==> src/rtl/perceptron_layer_ctrl_if.sv <==
// Handshake and configuration bundle for perceptron_layer_ctrl:
// shadow-bank write port, input sample channel and result channel.
interface perceptron_layer_ctrl_if #(
    parameter int N_NEURONS = 6,
    parameter int IN_W      = 4,
    parameter int BIAS_W    = 6
);
    logic                 cfg_valid;
    logic [1:0]           cfg_sel;
    logic [2:0]           cfg_idx;
    logic [BIAS_W-1:0]    cfg_data;
    logic                 cfg_commit;
    logic                 cfg_loaded;

    logic                 in_valid;
    logic                 in_ready;
    logic [IN_W-1:0]      in_x1;
    logic [IN_W-1:0]      in_x2;

    logic                 out_valid;
    logic                 out_ready;
    logic [N_NEURONS-1:0] out_y;

    modport master (
        output cfg_valid, cfg_sel, cfg_idx, cfg_data, cfg_commit,
        output in_valid, in_x1, in_x2, out_ready,
        input  cfg_loaded, in_ready, out_valid, out_y
    );

    modport slave (
        input  cfg_valid, cfg_sel, cfg_idx, cfg_data, cfg_commit,
        input  in_valid, in_x1, in_x2, out_ready,
        output cfg_loaded, in_ready, out_valid, out_y
    );
endinterface

==> src/rtl/perceptron_layer_ctrl.sv <==
// Sequencer and configuration controller for the perceptron layer.
// Weights/biases are staged in a shadow bank and copied to the active bank
// (which drives the flat buses) only when no evaluation is in flight.
module perceptron_layer_ctrl #(
    parameter int N_NEURONS = 6,
    parameter int IN_W      = 4,
    parameter int BIAS_W    = 6
) (
    input  logic                          clk,
    input  logic                          rst_n,
    perceptron_layer_ctrl_if.slave        bus,
    output logic [IN_W-1:0]               x1,
    output logic [IN_W-1:0]               x2,
    output logic [N_NEURONS*IN_W-1:0]     w1_flat,
    output logic [N_NEURONS*IN_W-1:0]     w2_flat,
    output logic [N_NEURONS*BIAS_W-1:0]   bias_flat,
    input  logic [N_NEURONS-1:0]          layer_y
);

    typedef enum logic [1:0] {
        UNCONFIG,
        READY,
        EVAL,
        HOLD
    } state_t;

    state_t state, state_nx;

    logic [N_NEURONS*IN_W-1:0]   sh_w1;
    logic [N_NEURONS*IN_W-1:0]   sh_w2;
    logic [N_NEURONS*BIAS_W-1:0] sh_bias;

    logic commit_pend;
    logic accept;
    logic capture;
    logic release_res;
    logic copy_now;
    logic pend_set;

    assign bus.in_ready = (state == READY);

    // State register.
    always_ff @(posedge clk or negedge rst_n) begin
        if (!rst_n) begin
            state <= UNCONFIG;
        end else begin
            state <= state_nx;
        end
    end

    // Next state and per-edge control strobes.
    always_comb begin
        state_nx    = state;
        accept      = 1'b0;
        capture     = 1'b0;
        release_res = 1'b0;
        copy_now    = 1'b0;
        pend_set    = 1'b0;
        unique case (state)
            UNCONFIG: begin
                if (bus.cfg_commit) begin
                    copy_now = 1'b1;
                    state_nx = READY;
                end
            end
            READY: begin
                copy_now = bus.cfg_commit;
                if (bus.in_valid) begin
                    accept   = 1'b1;
                    state_nx = EVAL;
                end
            end
            EVAL: begin
                pend_set = bus.cfg_commit;
                capture  = 1'b1;
                state_nx = HOLD;
            end
            HOLD: begin
                pend_set = bus.cfg_commit;
                if (bus.out_ready) begin
                    // A commit arriving on the release edge merges with the
                    // pending one and is applied at that same edge.
                    release_res = 1'b1;
                    copy_now    = commit_pend | bus.cfg_commit;
                    state_nx    = READY;
                end
            end
            default: state_nx = UNCONFIG;
        endcase
    end

    // Shadow bank writes; out-of-range index or cfg_sel=3 writes nothing.
    always_ff @(posedge clk or negedge rst_n) begin
        if (!rst_n) begin
            sh_w1   <= '0;
            sh_w2   <= '0;
            sh_bias <= '0;
        end else if (bus.cfg_valid) begin
            for (int unsigned i = 0; i < N_NEURONS; i++) begin
                if (bus.cfg_idx == 3'(i)) begin
                    case (bus.cfg_sel)
                        2'd0:    sh_w1[i*IN_W +: IN_W]       <= bus.cfg_data[IN_W-1:0];
                        2'd1:    sh_w2[i*IN_W +: IN_W]       <= bus.cfg_data[IN_W-1:0];
                        2'd2:    sh_bias[i*BIAS_W +: BIAS_W] <= bus.cfg_data;
                        default: ;
                    endcase
                end
            end
        end
    end

    // Active bank copy; reads shadow before any same-edge write lands.
    always_ff @(posedge clk or negedge rst_n) begin
        if (!rst_n) begin
            w1_flat        <= '0;
            w2_flat        <= '0;
            bias_flat      <= '0;
            bus.cfg_loaded <= 1'b0;
        end else if (copy_now) begin
            w1_flat        <= sh_w1;
            w2_flat        <= sh_w2;
            bias_flat      <= sh_bias;
            bus.cfg_loaded <= 1'b1;
        end
    end

    // Deferred commit flag for commits requested during an evaluation.
    always_ff @(posedge clk or negedge rst_n) begin
        if (!rst_n) begin
            commit_pend <= 1'b0;
        end else if (copy_now) begin
            commit_pend <= 1'b0;
        end else if (pend_set) begin
            commit_pend <= 1'b1;
        end
    end

    // Sample capture, result capture and result handshake.
    always_ff @(posedge clk or negedge rst_n) begin
        if (!rst_n) begin
            x1            <= '0;
            x2            <= '0;
            bus.out_y     <= '0;
            bus.out_valid <= 1'b0;
        end else begin
            if (accept) begin
                x1 <= bus.in_x1;
                x2 <= bus.in_x2;
            end
            if (capture) begin
                bus.out_y     <= layer_y;
                bus.out_valid <= 1'b1;
            end else if (release_res) begin
                bus.out_valid <= 1'b0;
            end
        end
    end

endmodule
==> src/flat_wrapper.sv <==
// flat-port wrapper written by rule: the top's interface ports become plain ports
module perceptron_layer_ctrl_flat 
#(
    parameter int N_NEURONS = 6,
    parameter int IN_W      = 4,
    parameter int BIAS_W    = 6
)
  (clk, rst_n, x1, x2, w1_flat, w2_flat, bias_flat, layer_y, bus_cfg_valid, bus_cfg_sel, bus_cfg_idx, bus_cfg_data, bus_cfg_commit, bus_in_valid, bus_in_x1, bus_in_x2, bus_out_ready, bus_cfg_loaded, bus_in_ready, bus_out_valid, bus_out_y);
  perceptron_layer_ctrl_if #(.N_NEURONS(N_NEURONS), .IN_W(IN_W), .BIAS_W(BIAS_W)) bus_i ();
  input  logic clk;
  input  logic rst_n;
  output logic [IN_W-1:0] x1;
  output logic [IN_W-1:0] x2;
  output logic [N_NEURONS*IN_W-1:0] w1_flat;
  output logic [N_NEURONS*IN_W-1:0] w2_flat;
  output logic [N_NEURONS*BIAS_W-1:0] bias_flat;
  input  logic [N_NEURONS-1:0] layer_y;
  input wire logic [$bits(bus_i.cfg_valid)-1:0] bus_cfg_valid;
  input wire logic [$bits(bus_i.cfg_sel)-1:0] bus_cfg_sel;
  input wire logic [$bits(bus_i.cfg_idx)-1:0] bus_cfg_idx;
  input wire logic [$bits(bus_i.cfg_data)-1:0] bus_cfg_data;
  input wire logic [$bits(bus_i.cfg_commit)-1:0] bus_cfg_commit;
  input wire logic [$bits(bus_i.in_valid)-1:0] bus_in_valid;
  input wire logic [$bits(bus_i.in_x1)-1:0] bus_in_x1;
  input wire logic [$bits(bus_i.in_x2)-1:0] bus_in_x2;
  input wire logic [$bits(bus_i.out_ready)-1:0] bus_out_ready;
  output wire logic [$bits(bus_i.cfg_loaded)-1:0] bus_cfg_loaded;
  output wire logic [$bits(bus_i.in_ready)-1:0] bus_in_ready;
  output wire logic [$bits(bus_i.out_valid)-1:0] bus_out_valid;
  output wire logic [$bits(bus_i.out_y)-1:0] bus_out_y;
  assign bus_i.cfg_valid = bus_cfg_valid;
  assign bus_i.cfg_sel = bus_cfg_sel;
  assign bus_i.cfg_idx = bus_cfg_idx;
  assign bus_i.cfg_data = bus_cfg_data;
  assign bus_i.cfg_commit = bus_cfg_commit;
  assign bus_i.in_valid = bus_in_valid;
  assign bus_i.in_x1 = bus_in_x1;
  assign bus_i.in_x2 = bus_in_x2;
  assign bus_i.out_ready = bus_out_ready;
  assign bus_cfg_loaded = bus_i.cfg_loaded;
  assign bus_in_ready = bus_i.in_ready;
  assign bus_out_valid = bus_i.out_valid;
  assign bus_out_y = bus_i.out_y;
  perceptron_layer_ctrl #(.N_NEURONS(N_NEURONS), .IN_W(IN_W), .BIAS_W(BIAS_W)) u_core (.clk(clk), .rst_n(rst_n), .bus(bus_i), .x1(x1), .x2(x2), .w1_flat(w1_flat), .w2_flat(w2_flat), .bias_flat(bias_flat), .layer_y(layer_y));
endmodule
==> config.mk <==
export PLATFORM = sky130hd
export DESIGN_NAME = perceptron_layer_ctrl_flat
export DESIGN_NICKNAME = d
export VERILOG_FILES = /design/src/rtl/perceptron_layer_ctrl_if.sv /design/src/rtl/perceptron_layer_ctrl.sv /design/src/flat_wrapper.sv
export SDC_FILE = /design/constraint.sdc
export NUM_CORES = 1
export LEC_CHECK = 0
export ABC_AREA = 0
export ABC_CLOCK_PERIOD_IN_PS = 2500
export BUFFER_PORTS_ARGS = -buffer_cell sky130_fd_sc_hd__buf_2
export CELL_PAD_IN_SITES_DETAIL_PLACEMENT = 1
export CELL_PAD_IN_SITES_GLOBAL_PLACEMENT = 2
export CORE_UTILIZATION = 39
export DETAILED_ROUTE_END_ITERATION = 8
export PLACE_DENSITY_LB_ADDON = 0.1
export SYNTH_ARGS = -nofsm -noshare
export SYNTH_HDL_FRONTEND = slang
export SYNTH_SLANG_ARGS = --single-unit
==> constraint.sdc <==
create_clock -name clk -period 2.5 [get_ports clk]
set_input_delay 0.75 -clock clk [delete_from_list [all_inputs] [get_ports clk]]
set_output_delay 0.75 -clock clk [all_outputs]
set_load 0.01 [all_outputs]
Word-level counts from Yosys, hierarchy flattened
Index checks and enable logic that the tools add are counted.
- memories: 0
- word-level logic and storage cells: 84
- bits in registers: 187
- RAM bits: 0
- ROM bits: 0
- output and inout port bits: 101
- bits in latches: 0
- order comparisons: 0
- shift operators: 0
- divide/modulo/power cells: 0
- reductions and logical operators: 25
- add/subtract/negate cells: 0
- multipliers: 0
- bitwise operators: 1
- mux-type cells: 17
- eq/ne operators: 13
- operators with widths (cell ; count):
    3-bit AND reduction ; 19
    1-bit 2-to-1 mux ; 12
    2-bit case mux with 4 select lines ; 1
    2-bit == test (second input constant) ; 3
    3-bit by 2-bit == test with 1-bit output (second input constant) ; 2
    3-bit == test (second input constant) ; 2
    2-bit 2-to-1 mux ; 3
    2-bit inequality test (second input constant) ; 3
    2-bit by 1-bit == test with 1-bit output (second input constant) ; 2
    2-bit zero test ; 2
    2-bit nonzero test ; 2
    3-bit by 1-bit == test with 1-bit output (second input constant) ; 1
    3-bit zero test ; 1
    1-bit case mux with 3 select lines ; 1
    2-bit OR reduction ; 1
    1-bit OR ; 1

Logic depth before layout (Yosys ltp)
Gate-level depths: netlist (run 1).
- word-level depth: 5
- gate-level depth with buffers: 8
- depth with buffers taken out: 5

Worst setup path before layout (run 1)
No wires, ideal clock.
- path kind: input port to flip-flop
- start point: input port bus_out_ready
- end point: register u_core.bias_flat[10]
- library setup time: 0.127 ns
- stages: 5
- arrival: 1.778 ns
- path slack: 0.595 ns
- buffers on the path: 2
- path through: and2_1 -> o221ai_2 -> buf_4 -> buf_6 -> mux2_1
- cells in the longest elaborated chain, start to end: 2
- ends and longest elaborated chain (element ; line ; RTL):
    start: declaration ; flat_wrapper.sv:26 ; input wire logic [$bits(bus_i.out_ready)-1:0] bus_out_ready;
    1-bit 2-to-1 mux ; perceptron_layer_ctrl.sv:80 ; if (bus.out_ready) begin
    1-bit case mux with 3 select lines ; perceptron_layer_ctrl.sv:59 ; unique case (state)
    end signal: assignment ; perceptron_layer_ctrl.sv:122 ; bias_flat <= sh_bias;
    end: declaration ; perceptron_layer_ctrl.sv:16 ; output logic [N_NEURONS*BIAS_W-1:0] bias_flat,
Every way passes these cells.
A chain may end at the register's enable or synchronous reset.

Worst setup path after layout (run 1)
- start point: register u_core.state[0]
- end point: register u_core.bias_flat[1]
- cells in the longest elaborated chain, start to end: 2
- ends and longest elaborated chain (element ; line ; RTL):
    start: declaration ; perceptron_layer_ctrl.sv:27 ; state_t state, state_nx;
    start signal: assignment ; perceptron_layer_ctrl.sv:47 ; state <= state_nx;
    2-bit == test (tied with other cells) ; perceptron_layer_ctrl.sv:59 ;
    1-bit case mux with 3 select lines * ; perceptron_layer_ctrl.sv:59 ;
Every way passes the cells marked *; elsewhere a longest branch is shown, timed or not.

==> impl_results.md, run 1 <==
- 1st-iter DRT viols: about 120
- Critical-path maximum fanout: 46
- CP most frequent cell: inv_1
- Final Hold Fails: 0
- Total track usage: between 10% and 20%
- Critical path arrival: around 2.4 ns
- GP Congestion: around 0.73
- Synth Register Bits: approximately 190
- Pins Over Slew Limit: 0
- CORE AREA: around 18,000 µm²
- CTS tree: built
- Internal cell power: 7.30 mW
- CTS max path bufs: 2
- Hold_buf cts: 0
- Worst path max stage delay: 0.41 ns
- Run status: complete, no violations
- Crit path buf inv count: 3
- Core Util, Final: 48.9%
- Fin crit period: 2.07 ns
- Syn nets: 470
- Seq/Total Area, Yosys: between 60% and 70%
- Tcrit/Tclk final: between 80 and 90%
- Synth Area in Compound Gates: less than 1%
- TritonCTS buffer count: 17
- Cts repair resizes: 0
- Antenna Nets Post-Route: 0
- Worst rel slew slack: 66.1%
- Total power draw: ~10 mW
- Vias in the first global route: between 4,000 and 5,000
- First-pass GRT wire length: 24,200 µm
- Reg2reg start: u_core.state[0]
- Initial antenna violation count: 0
- Crit path launch: u_core.state[0]
- Post-Syn Area: approximately 7200 µm²
- Layout cells sized above 1: ~51%
- Full die area: between 15,000 and 20,000 µm²
- Post-synthesis cell type count: 24
- Final setup vio count: 0
- Sw Share: 28.6%
- Logic pwr share: around 28%
- P_leak: ~4.4 nW
- Clock Skews: between 0.005 and 0.006 ns
- MaxCap Viol Count: 0
- Post-DP HPWL: between 10,000 and 15,000 µm
- Fmax: 482 MHz
- Total congestion overflow: 0
- DIE WIDTH: 138 µm
- Adder-Cell Fraction of Synth Area: less than 1%
- Ant diodes: 0
- Largest family of logic cells by synthesized area: multiplexers
- # clock sinks: roughly 190
- Share of power burned in registers: approximately 44%
- XOR/XNOR Fraction of Synth Area: 0%
- Pwr Density: 1170 nW/µm²
- Slowest-stage cell, CP: dfrtp_1
- Placed cells: a little under 800
- Drt first pass iters: 4
- Kind of critical path: flip-flop to flip-flop
- Vias: around 4,000
- Skew-Pair Late Insertion Delay: around 0.42 ns
- Drc violations: 0
- Cell count along the critical path: 6
- Syn-to-layout area delta: 22.5%
- Clock power frac: between 20% and 30%
- Mux share of post-synthesis cell area: 28.9%
- CP endpoint kind: flip-flop
- WL final: ~15,000 µm
- Mean Syn Cell Area: about 16 µm²
- Largest net degree at the start of global routing: 54
- H-Tree Depth: 4
- Psw: between 2 and 3 mW
- Worst vdd ir: 0.629 mV
- Site Rows: just under 50
- IO buf count: between 100 and 150
- Clock Pin Slew Worst Setup and Hold Paths: about 0.060 ns
- Synth Area in Simple Gates: 2.72%
- # IOs: around 130
- Highest-count cells in the layout ignoring fill and taps: dfrtp_1 (187), buf_2 (130), mux2_2 (129)
- Delay-heaviest family, CP: buffers and inverters
- Critical path, cell by cell: inv_1 > ha_1 > inv_1 > o221ai_4 > buf_12 > mux2_2
- Synth warnings: 0
- Slew @ Worst Pin: a little over 0.5 ns
- Chip Height: 138 µm
- Most common cell after layout, fill and taps aside: dfrtp_1
- Startpoint Class: flip-flop
- Cell count after synthesis: approximately 440
- RSZ-0062 raised after global routing: no
- Post-DR vias/cell: 4.92
- Fin nets: 614
- Setup TNS: 0 ns
- Initial Util: 39.9%
- Clk Tree Root Cell: clkbuf_16
- CP required: 2.80 ns
- R2R cell count: 6
- Worst Hold Class: input port to asynchronous set/reset pin
- Wire per inst: 18.4 µm
- Fin cells: 818
- Setup bufs post-CTS: 0
==> cell usage after synthesis (all sizes together) <==
library cell	instances	area (µm²)
dfrtp	187	4680
mux2	183	2060
nand2	13	48.8
buf	10	83.8
inv	7	26.3
nor2	6	22.5
clkbuf	4	15.0
ha	4	50.1
nand2b	4	25.0
and4bb	3	37.5
nand4b	2	17.5
nor2b	2	12.5
nor3	2	10.0
a222oi	1	10.0
and2	1	6.26
mux2i	1	10.0
nor4b	1	15.0
o21a	1	7.51
o21ai	1	5.00
o221ai	1	15.0
o22a	1	8.76
==> per-layer routing <==
layer	track usage, %	vias to the layer above	wire, µm	share of wire (%)
li1	-	1818	-	-
met1	23.2	2103	6870	46
met2	27.5	89	7240	48
met3	4.42	15	744	4.9
met4	6.41	0	219	1.5
met5	0	-	0	0
==> worst reg2reg max path: cells and delay by family, from the launching register on <==
family          cells  cell delay, ns
buf+inv             3            0.57
mux                 1            0.44
fa+ha+maj           1            0.42
flops               1            0.41
compound gates      1            0.12
==> power groups by stage <==
stage,Combinational [mW],Clock (mW),Sequential [mW]
global route,3.16,3.05,4.63
finish,2.86,2.88,4.50
detailed placement,2.92,0,4.56
floorplan,1.52,0,4.75
global placement,2.82,0,4.50
CTS,2.93,2.96,4.51
==> sequential cells by signal, summed over array words and instances, names as in the netlist <==
signal / flops
u_core.sh_w2: 24
u_core.commit_pend: 1
u_core.bus.cfg_loaded: 1
u_core.x1: 4
u_core.w1_flat: 24
u_core.x2: 4
u_core.sh_bias: 36
u_core.bus.out_y: 6
u_core.bus.out_valid: 1
u_core.bias_flat: 36
u_core.state: 2
u_core.sh_w1: 24
u_core.w2_flat: 24
==> stage by stage <==
step	hold WS, ns	setup slack, ns	instance area [µm²]
after floorplan	0.452	0.595	7170
after global placement	0.447	0.386	8150
after detailed placement	0.452	0.349	8150
after CTS	0.292	0.384	8780
after global routing	0.301	0.260	8780
final	0.279	0.426	8780
==> cell families (layout without fill, tap and decap cells) <==
family                   count (synthesis)  after routing
flip-flops                             187            187
multiplexers                           184            184
AND/OR/NAND/NOR                         34             34
buffers and inverters                   21            175
AO/OA/AOI/OAI                            5              5
adder cells (fa/ha/maj)                  4              4
==> layout make-up <==
class                           instances  area [µm²]
Tap cell                              229         287
Clock inverter                          7         165
Inverter                                7        26.3
Sequential cell                       187        4680
Clock buffer                           22         464
Timing Repair Buffer                  139         787
Fill cell                            1765        9180
Multi-Input combinational cell        227        2370
==> final timing paths <==
| check | slack [ns] | endpoint |
|---|---|---|
| max | 0.43 | u_core.bias_flat[1] |
| min | 0.28 | u_core.x1[1] |
| max reg2reg | 0.43 | u_core.bias_flat[1] |
| min reg2reg | 0.48 | u_core.bias_flat[28] |
| max in group asynchronous | 1.57 | u_core.sh_w1[12] |
| min in group clk | 0.48 | u_core.bias_flat[28] |
(Power assumes the default switching activity.)
==> inputs of run 2 (changes only) <==
Settings changed: ABC_CLOCK_PERIOD_IN_PS 2500 to 1700, CORE_UTILIZATION 39 to 35.
Clock period 2.5 ns to 1.7 ns, I/O delays scaled along.
==> run 2 against run 1 <==
Compared with the run above: the flow now finishes with violations (setup timing); wire length increased by 8.6%; cell area increased by 5.3%; via count rose by 3.4%; largest power group unchanged.
==> impl_results.md, run 2 (synthesis results as in run 1) <==
- Drt first pass iters: 4 (unchanged)
- 1st-iter DRT viols: 108 (-11%)
- Sw Share: 30.6% (+2.0 points)
- Slew @ Worst Pin: 0.521 ns (+0.0120 ns)
- R2R cell count: 7 (+1)
- Fin nets: 638 (+3.9%)
- CORE AREA: 19,800 µm² (+10%)
- Chip Height: 145 µm (+5.5%)
- CTS max path bufs: 2 (unchanged)
- Fin area: 9250 µm² (+5.3%)
- Crit path launch: u_core.state[1]
- Clock Skews: 0.00703 ns (+0.00126 ns)
- Antenna Nets Post-Route: 0 (unchanged)
- Initial Util: 36.2% (-3.7 points)
- Hold_buf cts: 0 (unchanged)
- Post-DP HPWL: 11,200 µm (+10%)
- Vias: 4,162 (+3.4%)
- Syn-to-layout area delta: 29.0%
- WHS: 0.0482 ns (-0.231 ns)
- CP endpoint kind: flip-flop
- Largest net degree at the start of global routing: 54 (unchanged)
- Layout cells sized above 1: 57.8% (+7.0 points)
- Logic pwr share: 33.4% (+5.5 points)
- Failing checks: setup timing
- DIE WIDTH: 145 µm (+5.5%)
- Startpoint Class: flip-flop
- Critical-path maximum fanout: 21 (-54%)
- Final Hold Fails: 0 (unchanged)
- CP required: 2.01 ns (-0.79 ns)
- Setup crit end: u_core.w1_flat[4]
- Highest-count cells in the layout ignoring fill and taps: dfrtp_1 (186), buf_2 (129), mux2_2 (103)
- Worst rel slew slack: 65.3% (-0.80 points)
- Initial antenna violation count: 2 (+2)
- H-Tree Depth: 4 (unchanged)
- Clock Pin Slew Worst Setup and Hold Paths: 0.07 ns (about the same)
- Worst vdd ir: 0.772 mV (+23%)
- Total track usage: 16.8% (-0.64 points)
- # clock sinks: 187 (unchanged)
- Total power draw: 15.8 mW (+55%)
- TritonCTS buffer count: 17 (unchanged)
- GP Congestion: 0.741 (+0.91%)
- Top routing layer used: met5
- Kind of critical path: flip-flop to flip-flop
- Total congestion overflow: 0 (unchanged)
- Vias in the first global route: 4,653 (+6.9%)
- Reg2reg start: u_core.state[1]
- Internal cell power: 11.0 mW (+50%)
- Pwr Density: 1710 nW/µm² (+47%)
- Run status: finished, violations left
- Pins Over Slew Limit: 0 (unchanged)
- Drc violations: 0 (unchanged)
- Fmax: 543 MHz (+13%)
- Largest registers: u_core.bias_flat: 36 flops, u_core.sh_bias: 36 flops
- Most common cell after layout, fill and taps aside: dfrtp_1
- Clock power frac: 24.6% (-3.5 points)
- Psw: 4.85 mW (+66%)
- Worst r2r dst: u_core.w1_flat[4]
- P_leak: 4.66 nW (+6.5%)
- DRT met1 WL: 7590 µm (+10%)
- # IOs: 132 (unchanged)
- Skew-Pair Late Insertion Delay: 0.43 ns (about the same)
- IO buf count: 131 (unchanged)
- Post-DR vias/cell: 4.72 (-4.1%)
- Clk Tree Root Cell: clkbuf_16
- CTS tree: built
- Met3 wire len: 714 µm (-4.0%)
- Site Rows: 51 (+4.1%)
- Reg2reg setup slack: -0.14 ns (-0.57 ns)
- MaxCap Viol Count: 0 (unchanged)
- Fin crit period: 1.84 ns (-0.234 ns)
- Worst Hold Class: input port to asynchronous set/reset pin
- Full die area: 21,100 µm² (+11%)
- Dpl cell area: 8430 µm² (+3.4%)
- WL final: 16,400 µm (+8.6%)
- Routed wl met2: 7930 µm (+9.5%)
- First-pass GRT wire length: 27,000 µm (+12%)
- Tcrit/Tclk final: 108% (+25 points)
- RSZ-0062 raised after global routing: yes
- Critical path arrival: 2.15 ns (-0.22 ns)
- Final setup vio count: 87 (+87)
- Pre-CTS setup slack: -0.196 ns (-0.545 ns)
- Wire per inst: 18.5 µm (+0.68%)
- Share of power burned in registers: 42.0% (-1.9 points)
- Post-route worst setup slack: -0.140 ns (-0.566 ns)
-- run 2: what timing repair did --
item / CTS / global route
pin swaps: 1 / 0
buffers inserted: 2 / 0
gates resized for setup: 41 / 14
endpoints found under the setup margin: 85 / 95
-- run 2: metal layers --
| layer | vias to the layer above | global-route usage [%] |
|---|---|---|
| li1 | 1878 | - |
| met1 | 2186 | 22.1 |
| met2 | 85 | 26.3 |
| met3 | 11 | 5.60 |
| met4 | 2 | 4.74 |
| met5 | - | 0 |
-- run 2: how the worst min path moves through the flow --
stage | startpoint | end | slack (ns) | cells after the start
after floorplan | rst_n | u_core.bias_flat[0] | 0.21 | 0
after global placement | u_core.bus.cfg_loaded | u_core.bus.cfg_loaded | 0.46 | 1
after detailed placement | u_core.bus.cfg_loaded | u_core.bus.cfg_loaded | 0.45 | 1
after CTS | rst_n | u_core.w1_flat[8] | 0.05 | 1
after global routing | rst_n | u_core.w1_flat[8] | 0.06 | 1
final | rst_n | u_core.w1_flat[8] | 0.05 | 1
-- run 2: power by group through the flow --
stage	Clock, mW	Combinational, mW	Sequential (mW)
2_1_floorplan	0	2.28	6.99
4_1_cts	4.03	5.24	6.67
3_5_place_dp	0	4.72	6.72
5_1_grt	4.21	5.73	6.85
3_3_place_gp	0	4.58	6.64
6_report	3.90	5.28	6.65
-- run 2: critical path: stages, from the launching register on --
cell and delay, ns:
dfrtp_1 0.40, inv_2 0.08, ha_4 0.17, o21a_4 0.22, o221ai_4 0.16, buf_12 0.19, buf_16 0.17, mux2_1 0.33
-- run 2: metrics by stage --
step,instances,utilization [%],TNS (ns)
2_1_floorplan,435,-,-3.21
3_3_place_gp,847,42.6,-9.65
3_5_place_dp,847,42.6,-14.78
4_1_cts,881,46.4,-13.78
5_1_grt,882,46.7,-17.40
6_report,882,46.7,-9.19
-- run 2: cell type report --
| class | count | area [µm²] |
|---|---|---|
| Inverter | 7 | 26.3 |
| Multi-Input combinational cell | 227 | 2580 |
| Sequential cell | 187 | 4680 |
| Clock buffer | 17 | 425 |
| Clock inverter | 15 | 156 |
| Fill cell | 1993 | 10500 |
| Antenna cell | 1 | 2.50 |
| Timing Repair Buffer | 163 | 1050 |
| Tap cell | 265 | 332 |
